$ cat src/rtl/layer_input_tracker.sv
// ============================================================================
// Module  : layer_input_tracker
// Brief   : Tracks pixel arrival for one frame and flags when the next
//           convolution window has all of its input pixels available.
// Revision: 1.0
// ============================================================================
`default_nettype none

module layer_input_tracker #(
  parameter int IMG_W  = 10,
  parameter int IMG_H  = 10,
  parameter int KERNEL = 3,
  parameter int LEAD   = 1,
  parameter int CNT_W  = 10
) (
  input  logic             clk,
  input  logic             rst,
  input  logic             conv_start,
  input  logic             pix_valid,
  input  logic             win_consume,
  output logic             layer_input_ready,
  output logic [CNT_W-1:0] pix_count,
  output logic [CNT_W-1:0] win_row,
  output logic [CNT_W-1:0] win_col,
  output logic             busy,
  output logic             frame_done,
  output logic             err_overflow,
  output logic             err_underflow
);

  localparam int OUT_W     = IMG_W - KERNEL + 1;
  localparam int OUT_H     = IMG_H - KERNEL + 1;
  localparam int TOTAL_PIX = IMG_W * IMG_H;

  localparam logic [CNT_W-1:0] TOTAL_C    = CNT_W'(TOTAL_PIX);
  localparam logic [CNT_W-1:0] IMG_W_C    = CNT_W'(IMG_W);
  localparam logic [CNT_W-1:0] ROW_OFS_C  = CNT_W'(KERNEL - 1);
  localparam logic [CNT_W-1:0] COL_OFS_C  = CNT_W'(KERNEL - LEAD);
  localparam logic [CNT_W-1:0] LAST_COL_C = CNT_W'(OUT_W - 1);
  localparam logic [CNT_W-1:0] OUT_H_C    = CNT_W'(OUT_H);

  typedef enum logic [1:0] {
    S_IDLE = 2'd0,
    S_FILL = 2'd1,
    S_DONE = 2'd2
  } state_t;

  state_t           state_q, state_d;
  logic [CNT_W-1:0] pix_count_q, pix_count_d;
  logic [CNT_W-1:0] win_row_q, win_row_d;
  logic [CNT_W-1:0] win_col_q, win_col_d;
  logic             err_ovf_q, err_ovf_d;
  logic             err_unf_q, err_unf_d;

  logic [CNT_W-1:0] need;
  logic             win_left;
  logic             ready;

  // Pixel count (1-based) of the bottom-right pixel of the pending window,
  // pulled in by LEAD so downstream registering is hidden.
  assign need     = (win_row_q + ROW_OFS_C) * IMG_W_C + win_col_q + COL_OFS_C;
  assign win_left = (win_row_q < OUT_H_C);
  assign ready    = (state_q == S_FILL) && win_left && (pix_count_q >= need);

  always_comb begin
    state_d     = state_q;
    pix_count_d = pix_count_q;
    win_row_d   = win_row_q;
    win_col_d   = win_col_q;
    err_ovf_d   = err_ovf_q;
    err_unf_d   = err_unf_q;

    if (win_consume && !ready) begin
      err_unf_d = 1'b1;
    end

    case (state_q)
      S_IDLE: begin
        if (conv_start) begin
          state_d     = S_FILL;
          pix_count_d = '0;
          win_row_d   = '0;
          win_col_d   = '0;
          err_ovf_d   = 1'b0;
          err_unf_d   = 1'b0;
        end else if (pix_valid) begin
          err_ovf_d = 1'b1;
        end
      end

      S_FILL: begin
        if (pix_valid) begin
          if (pix_count_q < TOTAL_C) begin
            pix_count_d = pix_count_q + 1'b1;
          end else begin
            err_ovf_d = 1'b1;
          end
        end
        if (win_consume && ready) begin
          if (win_col_q == LAST_COL_C) begin
            win_col_d = '0;
            win_row_d = win_row_q + 1'b1;
          end else begin
            win_col_d = win_col_q + 1'b1;
          end
        end
        // Row index past the last output row means every window was consumed.
        if ((pix_count_d == TOTAL_C) && (win_row_d == OUT_H_C)) begin
          state_d = S_DONE;
        end
      end

      S_DONE: begin
        if (pix_valid) begin
          err_ovf_d = 1'b1;
        end
        state_d = S_IDLE;
      end

      default: begin
        state_d = S_IDLE;
      end
    endcase
  end

  always_ff @(posedge clk or negedge rst) begin
    if (!rst) begin
      state_q     <= S_IDLE;
      pix_count_q <= '0;
      win_row_q   <= '0;
      win_col_q   <= '0;
      err_ovf_q   <= 1'b0;
      err_unf_q   <= 1'b0;
    end else begin
      state_q     <= state_d;
      pix_count_q <= pix_count_d;
      win_row_q   <= win_row_d;
      win_col_q   <= win_col_d;
      err_ovf_q   <= err_ovf_d;
      err_unf_q   <= err_unf_d;
    end
  end

  assign layer_input_ready = ready;
  assign pix_count         = pix_count_q;
  assign win_row           = win_row_q;
  assign win_col           = win_col_q;
  assign busy              = (state_q != S_IDLE);
  assign frame_done        = (state_q == S_DONE);
  assign err_overflow      = err_ovf_q;
  assign err_underflow     = err_unf_q;

endmodule

`default_nettype wire
$ cat config.mk
export PLATFORM = sky130hd
export DESIGN_NAME = layer_input_tracker
export DESIGN_NICKNAME = d
export VERILOG_FILES = /design/src/rtl/layer_input_tracker.sv
export SDC_FILE = /design/constraint.sdc
export NUM_CORES = 1
export LEC_CHECK = 0
export CAP_MARGIN = 30
export CORE_ASPECT_RATIO = 0.7
export CORE_MARGIN = 2
export CORE_UTILIZATION = 35
export CTS_CLUSTER_SIZE = 10
export DETAILED_ROUTE_END_ITERATION = 8
export GPL_TIMING_DRIVEN = 0
export SLEW_MARGIN = 20
export SYNTH_ARGS = -nofsm -noshare
export SYNTH_HDL_FRONTEND = slang
export SYNTH_SLANG_ARGS = --single-unit
$ cat constraint.sdc
create_clock -name clk -period 7.3 [get_ports clk]
set_input_delay 1.825 -clock clk [delete_from_list [all_inputs] [get_ports clk]]
set_output_delay 1.825 -clock clk [all_outputs]
set_load 0.03 [all_outputs]
# Yosys cells after proc, flatten, opt, wreduce, memory -nomap -nowiden

Index checks and enable logic that the tools add are counted.

Register bits after elaboration: 34
Input bits: 5
Output and inout port bits: 35
Word-level logic and storage cells: 63

Add/sub/neg operators: 6
Multiply operators: 1
$lt $le $gt $ge: 3
Eq/ne operators: 10
Mux-type cells: 23
Reductions and logical operators: 14

Operators by type and width:

| operator              | number |
|---|---|
| $mux 10               | 9 |
| $pmux 10 s2           | 3 |
| $add 10x1->10 const B | 3 |
| $add 10x2->10 const B | 2 |
| $add 10x10->10        | 1 |
| $eq 10x3->1 const B   | 1 |
| $eq 10x4->1 const B   | 1 |
| $eq 10x7->1 const B   | 1 |
| $ge 10x10->1          | 1 |
| $lt 10x4->1 const B   | 1 |
| $lt 10x7->1 const B   | 1 |
| $mul 10x3->9 const B  | 1 |
| $mux 1                | 7 |
| $ne 2x2->1 const B    | 3 |
| $reduce_and 3->1      | 2 |
| $logic_and 1x1->1     | 5 |
| $mux 2                | 2 |
| $ne 2x1->1 const B    | 2 |
| $pmux 2 s2            | 1 |
| $reduce_and 2->1      | 2 |
| $reduce_bool 2->1     | 2 |
| $pmux 1 s3            | 1 |
| $reduce_bool 3->1     | 1 |
| $eq 2x1->1 const B    | 1 |
| other kinds (3)       | 3 |

# Logic depth before layout (Yosys ltp)

Gate-level depths: netlist of the first run.

Depth after elaboration: 13
Mapped depth: 24
Gate-level depth less buffers: 22

# Worst setup path after synthesis of the first run

Ideal clock, no wire load.

Path kind: reg2out
From: register win_row_q[3], in the netlist win_row[3]
To: output layer_input_ready
Arrival: 4.797 ns
Required time: 5.475 ns
Setup slack: 0.678 ns
Stages on the path, launching flop included: 19
Buffers on the path: 2
Cell sequence: dfrtp_1 > clkbuf_1 > and3_1 > clkbuf_1 > xor2_1 > ha_1 > fa_1 > a21o_1 > a21oi_1 > xnor2_1 > ha_1 > ha_1 > a21oi_1 > o21ai_0 > xnor2_1 > ha_1 > nand4_1 > o41a_1 > a21boi_1

Longest elaborated chain between the ends: 6
Elaborated cells on any way between the ends: 8
Classes of those cells: add/sub (3); mul (1); order compare (2); reduce/logical (2)

RTL lines:

| element                | RTL line | RTL |
|---|---|---|
| start, declared        | 50       | `logic [CNT_W-1:0] win_row_q, win_row_d;` |
| start signal, assigned | 137      | `win_row_q <= win_row_d;` |
| $add 10x2->10          | 61       | `assign need = (win_row_q + ROW_OFS_C) * IMG_W_C + win_col_q + COL_OFS_C;` |
| $mul 10x3->9           | 61       |  |
| $add 10x10->10         | 61       |  |
| $add 10x2->10          | 61       |  |
| $ge 10x10->1           | 63       | `assign ready = (state_q == S_FILL) && win_left && (pix_count_q >= need);` |
| $logic_and 1x1->1 (*)  | 63       |  |
| end, declared          | 21       | `output logic layer_input_ready,` |

Mark *: on every way between the ends. The rest lies on a longest branch, timed or not.

# Worst setup path after layout of the first run

From: register win_row_q[2], in the netlist win_row[2]
To: output layer_input_ready

The elaborated chain is that of the path after synthesis.

==> run_results.csv, run 1 <==
group,metric,value,unit
grt,track_usage,0.177,
cts,numCtsBuffers,5,
grt,grt_max_degree,22,
timing,worst_pin_slew,0.620,ns
layout,final_common_cell,"ha_1",
layout,layoutNonFillerInstCount,474,
timing,rsz0062_at_grt,"false",
die,rows,27,
placement,hpwlAfterDp,5750,um
routing,ant_nets,0,
worst_setup_path,cp-endpoint,"layer_input_ready",
cts,cts_setup_buffers,0,
grt,grt_pass1_wl,12700,um
cts,cts_root_buf,"clkbuf_16",
grt,grt_pass1_vias,2442,
worst_setup_path,crit_path_max_incr_delay,0.48,ns
yosys,synth_edf_count,0,
worst_setup_path,cp_data_arrival_time,5.05,ns
layout,layout_common_cells,"ha_1 (41), clkdlybuf4s50_1 (36), dfrtp_1 (32)",
yosys,synth_area,2940,um^2
yosys,yosysTopAreaCellShare,0.289,
die,start_util,0.368,
placement,place.gp.congestion,0.822,
placement,port_buffers,38,
timing,setup_viol,0,
timing,fmax,146,MHz
worst_setup_path,cp-end-kind,"output port",
hold_path,min_path_type,"flip-flop to flip-flop",
timing,setup_tns,0,ns
routing,drc_errors,0,
yosys,synth_xor_area_frac,0.0654,
worst_setup_path,cp-startpoint,"win_row[2]$_DFFE_PN0P_",
worst_setup_path,r2r_slack,1.59,ns
routing,drt_iter0_markers,148,
yosys,syn_inst,327,
power,cellLeakagePower,1.67,nW
timing,post-route-period-util,0.941,
power,combPwrFrac,0.489,
layout,diodes,0,
die,io_pins,40,
routing,vias,2548,
layout,final_nets,420,
yosys,synth_fa_ha_area_frac,0.188,
grt,antenna_found_initial,0,
yosys,yosysSeqAreaShare,0.289,
timing,hold_viol_final,0,
yosys,yosys_register_bits,34,
yosys,synth_area_leaders,"dfrtp_1 (29%), ha_1 (17%), xnor2_1 (3.9%)",
die,fp.dieH,80.7,um
cts,cts_tree,"done",
worst_setup_path,rr_startpoint,"win_row[2]$_DFFE_PN0P_",
power,ir_drop,169,uV
worst_setup_path,reg2reg_to,"win_col[6]$_DFFE_PN0P_",
layout,nFillCells,798,
worst_setup_path,worstPathCellList,"and3_1 > clkbuf_1 > xor2_1 > ha_1 > fa_1 > a21o_1 > a21oi_1 > xnor2_1 > ha_1 > ha_1 > a21oi_1 > o21ai_0 > xnor2_1 > ha_1 > nand4_1 > o41a_1 > a21boi_1 > clkbuf_2",
placement,placed_cells,467,
die,dieWidth,114,um
worst_setup_path,crit_slowest_cell,"fa_1",
yosys,synthMuxAreaShare,0.0174,
yosys,synth_area_per_cell,9.00,um^2
power,p_int,0.000510,W
cts,h-tree-depth,2,
worst_setup_path,start_kind,"flip-flop",
timing,clock_skew,0.00468,ns
cts,clkLatencyLatePin,0.28,ns
routing,routedWlPerCell,15.9,um
flow_run,cap_violations,0,
routing,wirelength,7510,um
outcome,status,"finished clean",
grt,grt_overflow,0,
yosys,synth.distinct_cells,61,
die,coreArea,8010,um^2
power,p_per_area,251,nW/um^2
power,switchingPower,0.000398,W
timing,slew_headroom,0.585,
worst_setup_path,crit_fanout,5,
timing,maxSlewViolCount,0,
cts,clock_path_buffers,2,
cts,path_clk_slew,0.06,ns
worst_setup_path,cpMostUsedCell,"ha_1",
yosys,async_reset_ff_frac,1.00,
timing,min_period,6.87,ns
yosys,synth_top_family_by_area,"compound AO/OA/AOI/OAI gates",
die,die_area,9170,um^2
power,seqPwrFrac,0.275,
yosys,synthSimpleGateAreaFrac,0.186,
power,swShare,0.438,
routing,vias_per_cell,5.38,
layout,final_util,0.451,
yosys,ys.warnings.count,0,
routing,drtPass1Iterations,5,
yosys,synth_compound_area_frac,0.206,
yosys,synthesis.nets,375,
worst_setup_path,r2r_cells,21,
worst_setup_path,worstPathRequired,5.48,ns
yosys,synthFlopType,"dfrtp_1",
layout,area_delta_synth_final,22.7,%
layout,drive_above_1_share,0.0724,
cts,cts.sinks,34,
yosys,synth_top_area_cell,"dfrtp_1",
worst_setup_path,crit_type,"flip-flop to output port",
power,power.share.clock,0.236,
-- timing repair --
item / 4_1_cts / 5_1_grt
setup endpoints to repair: 1 / 1
hold buffers: 0 / 0
resized for setup: 1 / 4
-- routing by layer --
metal / wire length [um] / GRT usage / vias to the layer above
li1: - / - / 1279
met1: 3990 / 0.282 / 1194
met2: 3020 / 0.245 / 67
met3: 437 / 0.0306 / 8
met4: 70 / 0.0439 / 0
met5: 0 / 0 / -
-- final cells by class --
cell class,instances,area (um^2),area share
plain buffers,14,68.8,0.0190
clock buffers,5,125,0.0346
clock inverters,3,21.3,0.00589
inverters,19,71.3,0.0197
multi-input cells,259,1950,0.539
flip-flops and latches,34,853,0.236
well taps,101,126,0.0350
repair buffers,39,398,0.110
-- synth_stat cells, drive strengths merged (3+ instances only) --
| master | number |
|---|---|
| ha | 41 |
| dfrtp | 34 |
| nand2 | 25 |
| o21ai | 23 |
| a21oi | 22 |
| inv | 19 |
| xnor2 | 13 |
| clkbuf | 12 |
| nor2b | 12 |
| nor2 | 11 |
| nand3 | 10 |
| nand2b | 9 |
| xor2 | 9 |
| and3 | 8 |
| a22o | 7 |
| o31ai | 7 |
| a21o | 5 |
| nand4 | 5 |
| mux2i | 4 |
| nor3 | 4 |
| buf | 3 |
| nand3b | 3 |
| nor4 | 3 |
-- worst max-delay path: cells and delay by family, from the launching register on --
family	cells	cell delay, ns
flip-flops	1	0.45
AO/OA/AOI/OAI	6	1.33
AND/OR/NAND/NOR	2	0.29
buffers and inverters	2	0.48
adder cells (fa/ha/maj)	5	1.68
XOR/XNOR	3	0.53
-- power by group through the flow --
stage / logic (W) / clock network [W] / registers, W
floorplan: 0.000257 / 0 / 0.000285
global placement: 0.000427 / 0 / 0.000251
detailed placement: 0.000440 / 0 / 0.000252
CTS: 0.000442 / 0.000222 / 0.000249
global route: 0.000494 / 0.000226 / 0.000256
finish: 0.000444 / 0.000214 / 0.000250
-- registers in the layout (all words and copies together) (netlist names) --
register and count:
state_q 2, err_overflow 1, pix_count 10, win_row 10, err_underflow 1, win_col 10
-- logic make-up after synthesis --
logic type      after synthesis
simple gates                100
fa+ha+maj                    43
buf+inv                      34
compound gates               89
mux                           5
xor+xnor                     22
flops                        34
-- worst min path at each step --
stage	start	depth (start not counted)	endpoint	slack (ns)
after global routing	state_q[1]$_DFFE_PN0P_	1	state_q[1]$_DFFE_PN0P_	0.58
final	win_row[9]$_DFFE_PN0P_	1	win_row[9]$_DFFE_PN0P_	0.54
after detailed placement	win_row[9]$_DFFE_PN0P_	1	win_row[9]$_DFFE_PN0P_	0.52
after global placement	err_underflow$_DFF_PN0_	2	err_underflow$_DFF_PN0_	0.51
after floorplan	state_q[1]$_DFFE_PN0P_	1	state_q[1]$_DFFE_PN0P_	0.51
after CTS	win_row[9]$_DFFE_PN0P_	1	win_row[9]$_DFFE_PN0P_	0.54
-- per-stage QoR --
step | area (um^2) | setup WS, ns | hold WS, ns | total power [W]
2_1_floorplan | 2940 | 0.678 | 0.512 | 0.000542
3_3_place_gp | 3450 | 0.0833 | 0.511 | 0.000678
3_5_place_dp | 3470 | 0.0423 | 0.524 | 0.000692
4_1_cts | 3620 | 0.00921 | 0.538 | 0.000913
5_1_grt | 3610 | 0.0443 | 0.578 | 0.000976
6_report | 3610 | 0.429 | 0.536 | 0.000908
No activity file was read; power rests on OpenSTA's default activity.
==> run 2: changes to the inputs <==
Settings changed: CORE_MARGIN 2 to unset.
==> run_results.csv, run 2 (same netlist as run 1, synthesis figures left out) <==
group,metric,value,unit
placement,hpwlAfterDp,5690,um
layout,nFillCells,805,
routing,vias_per_cell,5.42,
die,die_area,8790,um^2
layout,seqCellArea,852,um^2
cts,cts_setup_buffers,0,
cts,clock_path_buffers,2,
timing,post-route-period-util,0.954,
outcome,status,"complete, but fails checks",
grt,grt_max_degree,19,
die,io_pins,40,
routing,wirelength,7460,um
grt,track_usage,0.183,
timing,fmax,144,MHz
worst_setup_path,cp_data_arrival_time,5.14,ns
layout,final_nets,420,
placement,port_buffers,38,
grt,top_usage_layer,"met2",
power,seqPwrFrac,0.281,
timing,clock_skew,0.00254,ns
timing,setup_tns,0,ns
cts,cts_hold_buf,0,
grt,use_met2,0.272,
die,coreArea,8010,um^2
hold_path,min_path_type,"flip-flop to flip-flop",
grt,grt_pass1_wl,12800,um
cts,cts_root_buf,"clkbuf_16",
timing,hold-worst-slack,0.532,ns
power,cellLeakagePower,1.67,nW
hold_path,min_from,"win_row[9]$_DFFE_PN0P_",
worst_setup_path,crit_fanout,8,
layout,drive_above_1_share,0.0672,
timing,min_period,6.96,ns
die,dieWidth,112,um
cts,cts.sinks,34,
flow_run,cap_violations,0,
worst_setup_path,worstPathRequired,5.48,ns
worst_setup_path,r2r_slack,1.46,ns
grt,grt_pass1_vias,2480,
die,rows,27,
grt,antenna_found_initial,0,
placement,placed_cells,467,
timing,maxSlewViolCount,0,
layout,multiInputGateArea,1950,um^2
routing,ant_nets,0,
grt,grt_overflow,0,
power,combPwrFrac,0.493,
power,swShare,0.433,
layout,diodes,0,
power,ir_drop,174,uV
layout,layoutNonFillerInstCount,473,
hold_path,worstHoldEndpoint,"win_row[9]$_DFFE_PN0P_",
power,power.share.clock,0.225,
worst_setup_path,reg2reg_to,"win_col[8]$_DFFE_PN0P_",
routing,routedWlPerCell,15.8,um
routing,drtPass1Iterations,6,
timing,slew_headroom,0.572,
die,start_util,0.368,
cts,numCtsBuffers,5,
layout,final_util,0.450,
timing,rsz0062_at_grt,"false",
placement,place.gp.congestion,0.779,
grt,met1_usage,0.272,
worst_setup_path,cp-end-kind,"output port",
timing,worst_pin_slew,0.633,ns
worst_setup_path,rr_startpoint,"win_row[1]$_DFFE_PN0P_",
worst_setup_path,start_kind,"flip-flop",
die,fp.dieH,78.7,um
grt,grt_use_met3,0.0366,
timing,setup_viol,0,
cts,path_clk_slew,0.05,ns
routing,drt_iter0_markers,143,
routing,vias,2565,
layout,final_common_cell,"ha_1",
cts,cts_tree,"done",
layout,layout_common_cells,"ha_1 (41), clkdlybuf4s50_1 (36), dfrtp_1 (33)",
worst_setup_path,crit_type,"flip-flop to output port",
layout,area_delta_synth_final,22.3,%
worst_setup_path,r2r_cells,21,
routing,drc_errors,1,
outcome,violations,"DRC",
power,p_int,0.000504,W
power,p_per_area,247,nW/um^2
cts,clkLatencyLatePin,0.28,ns
hold_path,hold_depth,1,
cts,h-tree-depth,2,
timing,hold_viol_final,0,
power,switchingPower,0.000385,W
run 2: per-stage QoR:
step                      instance area, um^2  setup slack, ns  power, W
after floorplan                          2940            0.678  0.000542
after global placement                   3450           0.0814  0.000676
after detailed placement                 3470           0.0119  0.000686
after CTS                                3600            0.131  0.000892
after global routing                     3600            0.105  0.000964
final                                    3600            0.336  0.000889
run 2: power by group through the flow:
| stage | registers [W] | logic [W] | clock network [W] |
|---|---|---|---|
| after floorplan | 0.000285 | 0.000257 | 0 |
| after global placement | 0.000251 | 0.000424 | 0 |
| after detailed placement | 0.000251 | 0.000435 | 0 |
| after CTS | 0.000250 | 0.000437 | 0.000205 |
| after global routing | 0.000256 | 0.000492 | 0.000216 |
| final | 0.000250 | 0.000439 | 0.000200 |
run 2: timing repair:
action / 4_1_cts / 5_1_grt
resized for setup: 1 / 3
setup endpoints to repair: 1 / 1
endpoints found under the hold margin: 0 / 0
run 2: routing by layer:
metal  vias up  part of all wire
met3         5             0.042
li1       1276                 -
met5         -                 0
met4         0            0.0051
met1      1228              0.53
met2        56              0.42
run 2: worst max-delay path, stage by stage (launching register included):
cell	delay (ns)
dfrtp_1	0.51
and3_1	0.20
clkbuf_1	0.22
xor2_1	0.24
ha_1	0.30
fa_1	0.47
a21o_1	0.19
a21oi_1	0.17
xnor2_1	0.16
ha_1	0.26
ha_1	0.34
a21oi_1	0.13
o21ai_0	0.11
xnor2_1	0.15
ha_1	0.30
nand4_1	0.11
o41a_1	0.48
a21boi_1	0.27
clkbuf_2	0.26
run 2: how the worst max path moves through the flow:
stage	start	end	slack, ns	depth (start not counted)
finish	win_row[1]$_DFFE_PN0P_	layer_input_ready	0.34	18
detailed placement	win_row[3]$_DFFE_PN0P_	layer_input_ready	0.01	19
global placement	win_row[3]$_DFFE_PN0P_	layer_input_ready	0.08	19
global route	win_row[1]$_DFFE_PN0P_	layer_input_ready	0.10	18
CTS	win_row[3]$_DFFE_PN0P_	layer_input_ready	0.13	18
floorplan	win_row[3]$_DFFE_PN0P_	layer_input_ready	0.68	18
run 2: final cells by class:
class	count	area share
multi-input cells	259	0.541
flip-flops and latches	34	0.237
repair buffers	39	0.110
well taps	101	0.0351
clock buffers	5	0.0347
inverters	19	0.0198
plain buffers	14	0.0191
clock inverters	2	0.00278
==> run 3: changes to the inputs <==
Settings changed: CTS_CLUSTER_SIZE 10 to unset, GPL_TIMING_DRIVEN 0 to 1.
==> run_results.csv, run 3 (same netlist as run 1, synthesis figures left out) <==
group,metric,value,unit
outcome,status,"complete, but fails checks",
outcome,violations,"DRC",
placement,place.gp.congestion,0.812,
cts,numCtsBuffers,5,
layout,area_delta_synth_final,20.5,%
routing,vias,2502,
layout,drive_above_1_share,0.0582,
routing,ant_nets,0,
grt,grt_pass1_wl,12100,um
worst_setup_path,start_kind,"flip-flop",
timing,hold_viol_final,0,
routing,routedWlPerCell,15.4,um
hold_path,min_path_type,"flip-flop to flip-flop",
grt,antenna_found_initial,0,
cts,cts.sinks,34,
routing,vias_per_cell,5.42,
cts,h-tree-depth,2,
die,io_pins,40,
worst_setup_path,crit_fanout,8,
cts,clkLatencyLatePin,0.28,ns
worst_setup_path,worstPathRequired,5.48,ns
timing,post-route-period-util,0.925,
timing,worst_pin_slew,0.884,ns
hold_path,min_from,"win_row[9]$_DFFE_PN0P_",
grt,grt_pass1_vias,2254,
layout,layout_common_cells,"ha_1 (41), clkdlybuf4s50_1 (38), dfrtp_1 (34)",
routing,drc_errors,1,
placement,placed_area,3410,um^2
hold_path,hold_depth,1,
timing,setup_viol,0,
placement,hpwlAfterDp,5310,um
timing,clock_skew,0.00554,ns
timing,fmax,148,MHz
layout,final_nets,409,
hold_path,worstHoldEndpoint,"win_row[9]$_DFFE_PN0P_",
die,coreArea,8010,um^2
layout,final_common_cell,"ha_1",
timing,setup_tns,0,ns
flow_run,cap_violations,0,
routing,drt_iter0_markers,98,
grt,grt_max_degree,35,
routing,wl_met3,306,um
cts,cts_root_buf,"clkbuf_16",
die,start_util,0.368,
die,rows,27,
cts,clock_path_buffers,2,
worst_setup_path,reg2reg_to,"win_col[8]$_DFFE_PN0P_",
worst_setup_path,r2r_cells,20,
timing,slew_headroom,0.409,
routing,drtPass1Iterations,8,
timing,maxSlewViolCount,0,
worst_setup_path,cp-end-kind,"output port",
routing,highest_layer,"met4",
worst_setup_path,cp_data_arrival_time,4.93,ns
power,ir_drop,140,uV
layout,final_area,3550,um^2
cts,cts_tree,"done",
timing,rsz0062_at_grt,"false",
grt,grt_overflow,0,
timing,min_period,6.75,ns
routing,routedLengthMet1,3890,um
routing,met2_length,2840,um
die,die_area,8790,um^2
layout,diodes,0,
cts,path_clk_slew,0.05,ns
placement,port_buffers,39,
power,cellLeakagePower,1.67,nW
worst_setup_path,r2r_slack,1.69,ns
die,fp.dieH,78.7,um
routing,wirelength,7100,um
die,dieWidth,112,um
worst_setup_path,crit_type,"flip-flop to output port",
grt,track_usage,0.175,
worst_setup_path,rr_startpoint,"win_row[1]$_DFFE_PN0P_",
power,p_per_area,247,nW/um^2
[run 3: repair_timing]
item | 4_1_cts | 5_1_grt
hold buffers | 0 | 0
endpoints found under the hold margin | 0 | 0
gates resized for setup | 0 | 1
buffers inserted | 0 | 0
endpoints found under the setup margin | 0 | 1
[run 3: worst max path at each step]
| stage | start | end | slack [ns] | cells after the start |
|---|---|---|---|---|
| finish | win_row[1]$_DFFE_PN0P_ | layer_input_ready | 0.55 | 17 |
| global route | win_row[3]$_DFFE_PN0P_ | layer_input_ready | 0.19 | 18 |
| CTS | win_row[3]$_DFFE_PN0P_ | layer_input_ready | 0.12 | 17 |
| detailed placement | win_row[3]$_DFFE_PN0P_ | layer_input_ready | 0.42 | 17 |
| global placement | win_row[3]$_DFFE_PN0P_ | layer_input_ready | 0.52 | 17 |
| floorplan | win_row[3]$_DFFE_PN0P_ | layer_input_ready | 0.68 | 18 |
[run 3: layer usage]
| metal | up-vias | track usage |
|---|---|---|
| met5 | - | 0 |
| met1 | 1177 | 0.281 |
| met4 | 0 | 0.0486 |
| met2 | 59 | 0.231 |
| met3 | 7 | 0.0298 |
| li1 | 1259 | - |
[run 3: metrics by stage]
| step | instances | hold slack (ns) | util | power, W | worst slack, ns |
|---|---|---|---|---|---|
| 6_report | 462 | 0.534 | 0.443 | 0.000877 | 0.545 |
| 5_1_grt | 462 | 0.573 | 0.443 | 0.000954 | 0.189 |
| 4_1_cts | 462 | 0.535 | 0.443 | 0.000886 | 0.121 |
| 3_5_place_dp | 455 | 0.516 | 0.426 | 0.000675 | 0.416 |
| 3_3_place_gp | 455 | 0.517 | 0.426 | 0.000670 | 0.524 |
| 2_1_floorplan | 327 | 0.512 | - | 0.000542 | 0.678 |
[run 3: critical path: stages (launching register included)]
cell and delay [ns]:
dfrtp_1 0.50, and3_1 0.30, xor2_1 0.22, ha_1 0.30
fa_1 0.46, a21o_1 0.17, a21oi_1 0.16, xnor2_1 0.14
ha_1 0.25, ha_1 0.33, a21oi_1 0.12, o21ai_0 0.10
xnor2_1 0.14, ha_1 0.30, nand4_1 0.11, o41a_1 0.48
a21boi_1 0.24, dlymetal6s2s_1 0.33
[run 3: area by class of cell]
| class | count | area (um^2) |
|---|---|---|
| repair buffers | 42 | 415 |
| well taps | 101 | 126 |
| fillers | 772 | 4460 |
| flip-flops and latches | 34 | 851 |
| multi-input cells | 259 | 1950 |
| clock inverters | 2 | 10.0 |
| inverters | 19 | 71.3 |
| clock buffers | 5 | 125 |
[run 3: power breakdown]
part	switching, W	internal [W]
registers	0.0000410	0.000213
clock network	0.0000803	0.000123
logic	0.000256	0.000164
total	0.000377	0.000500
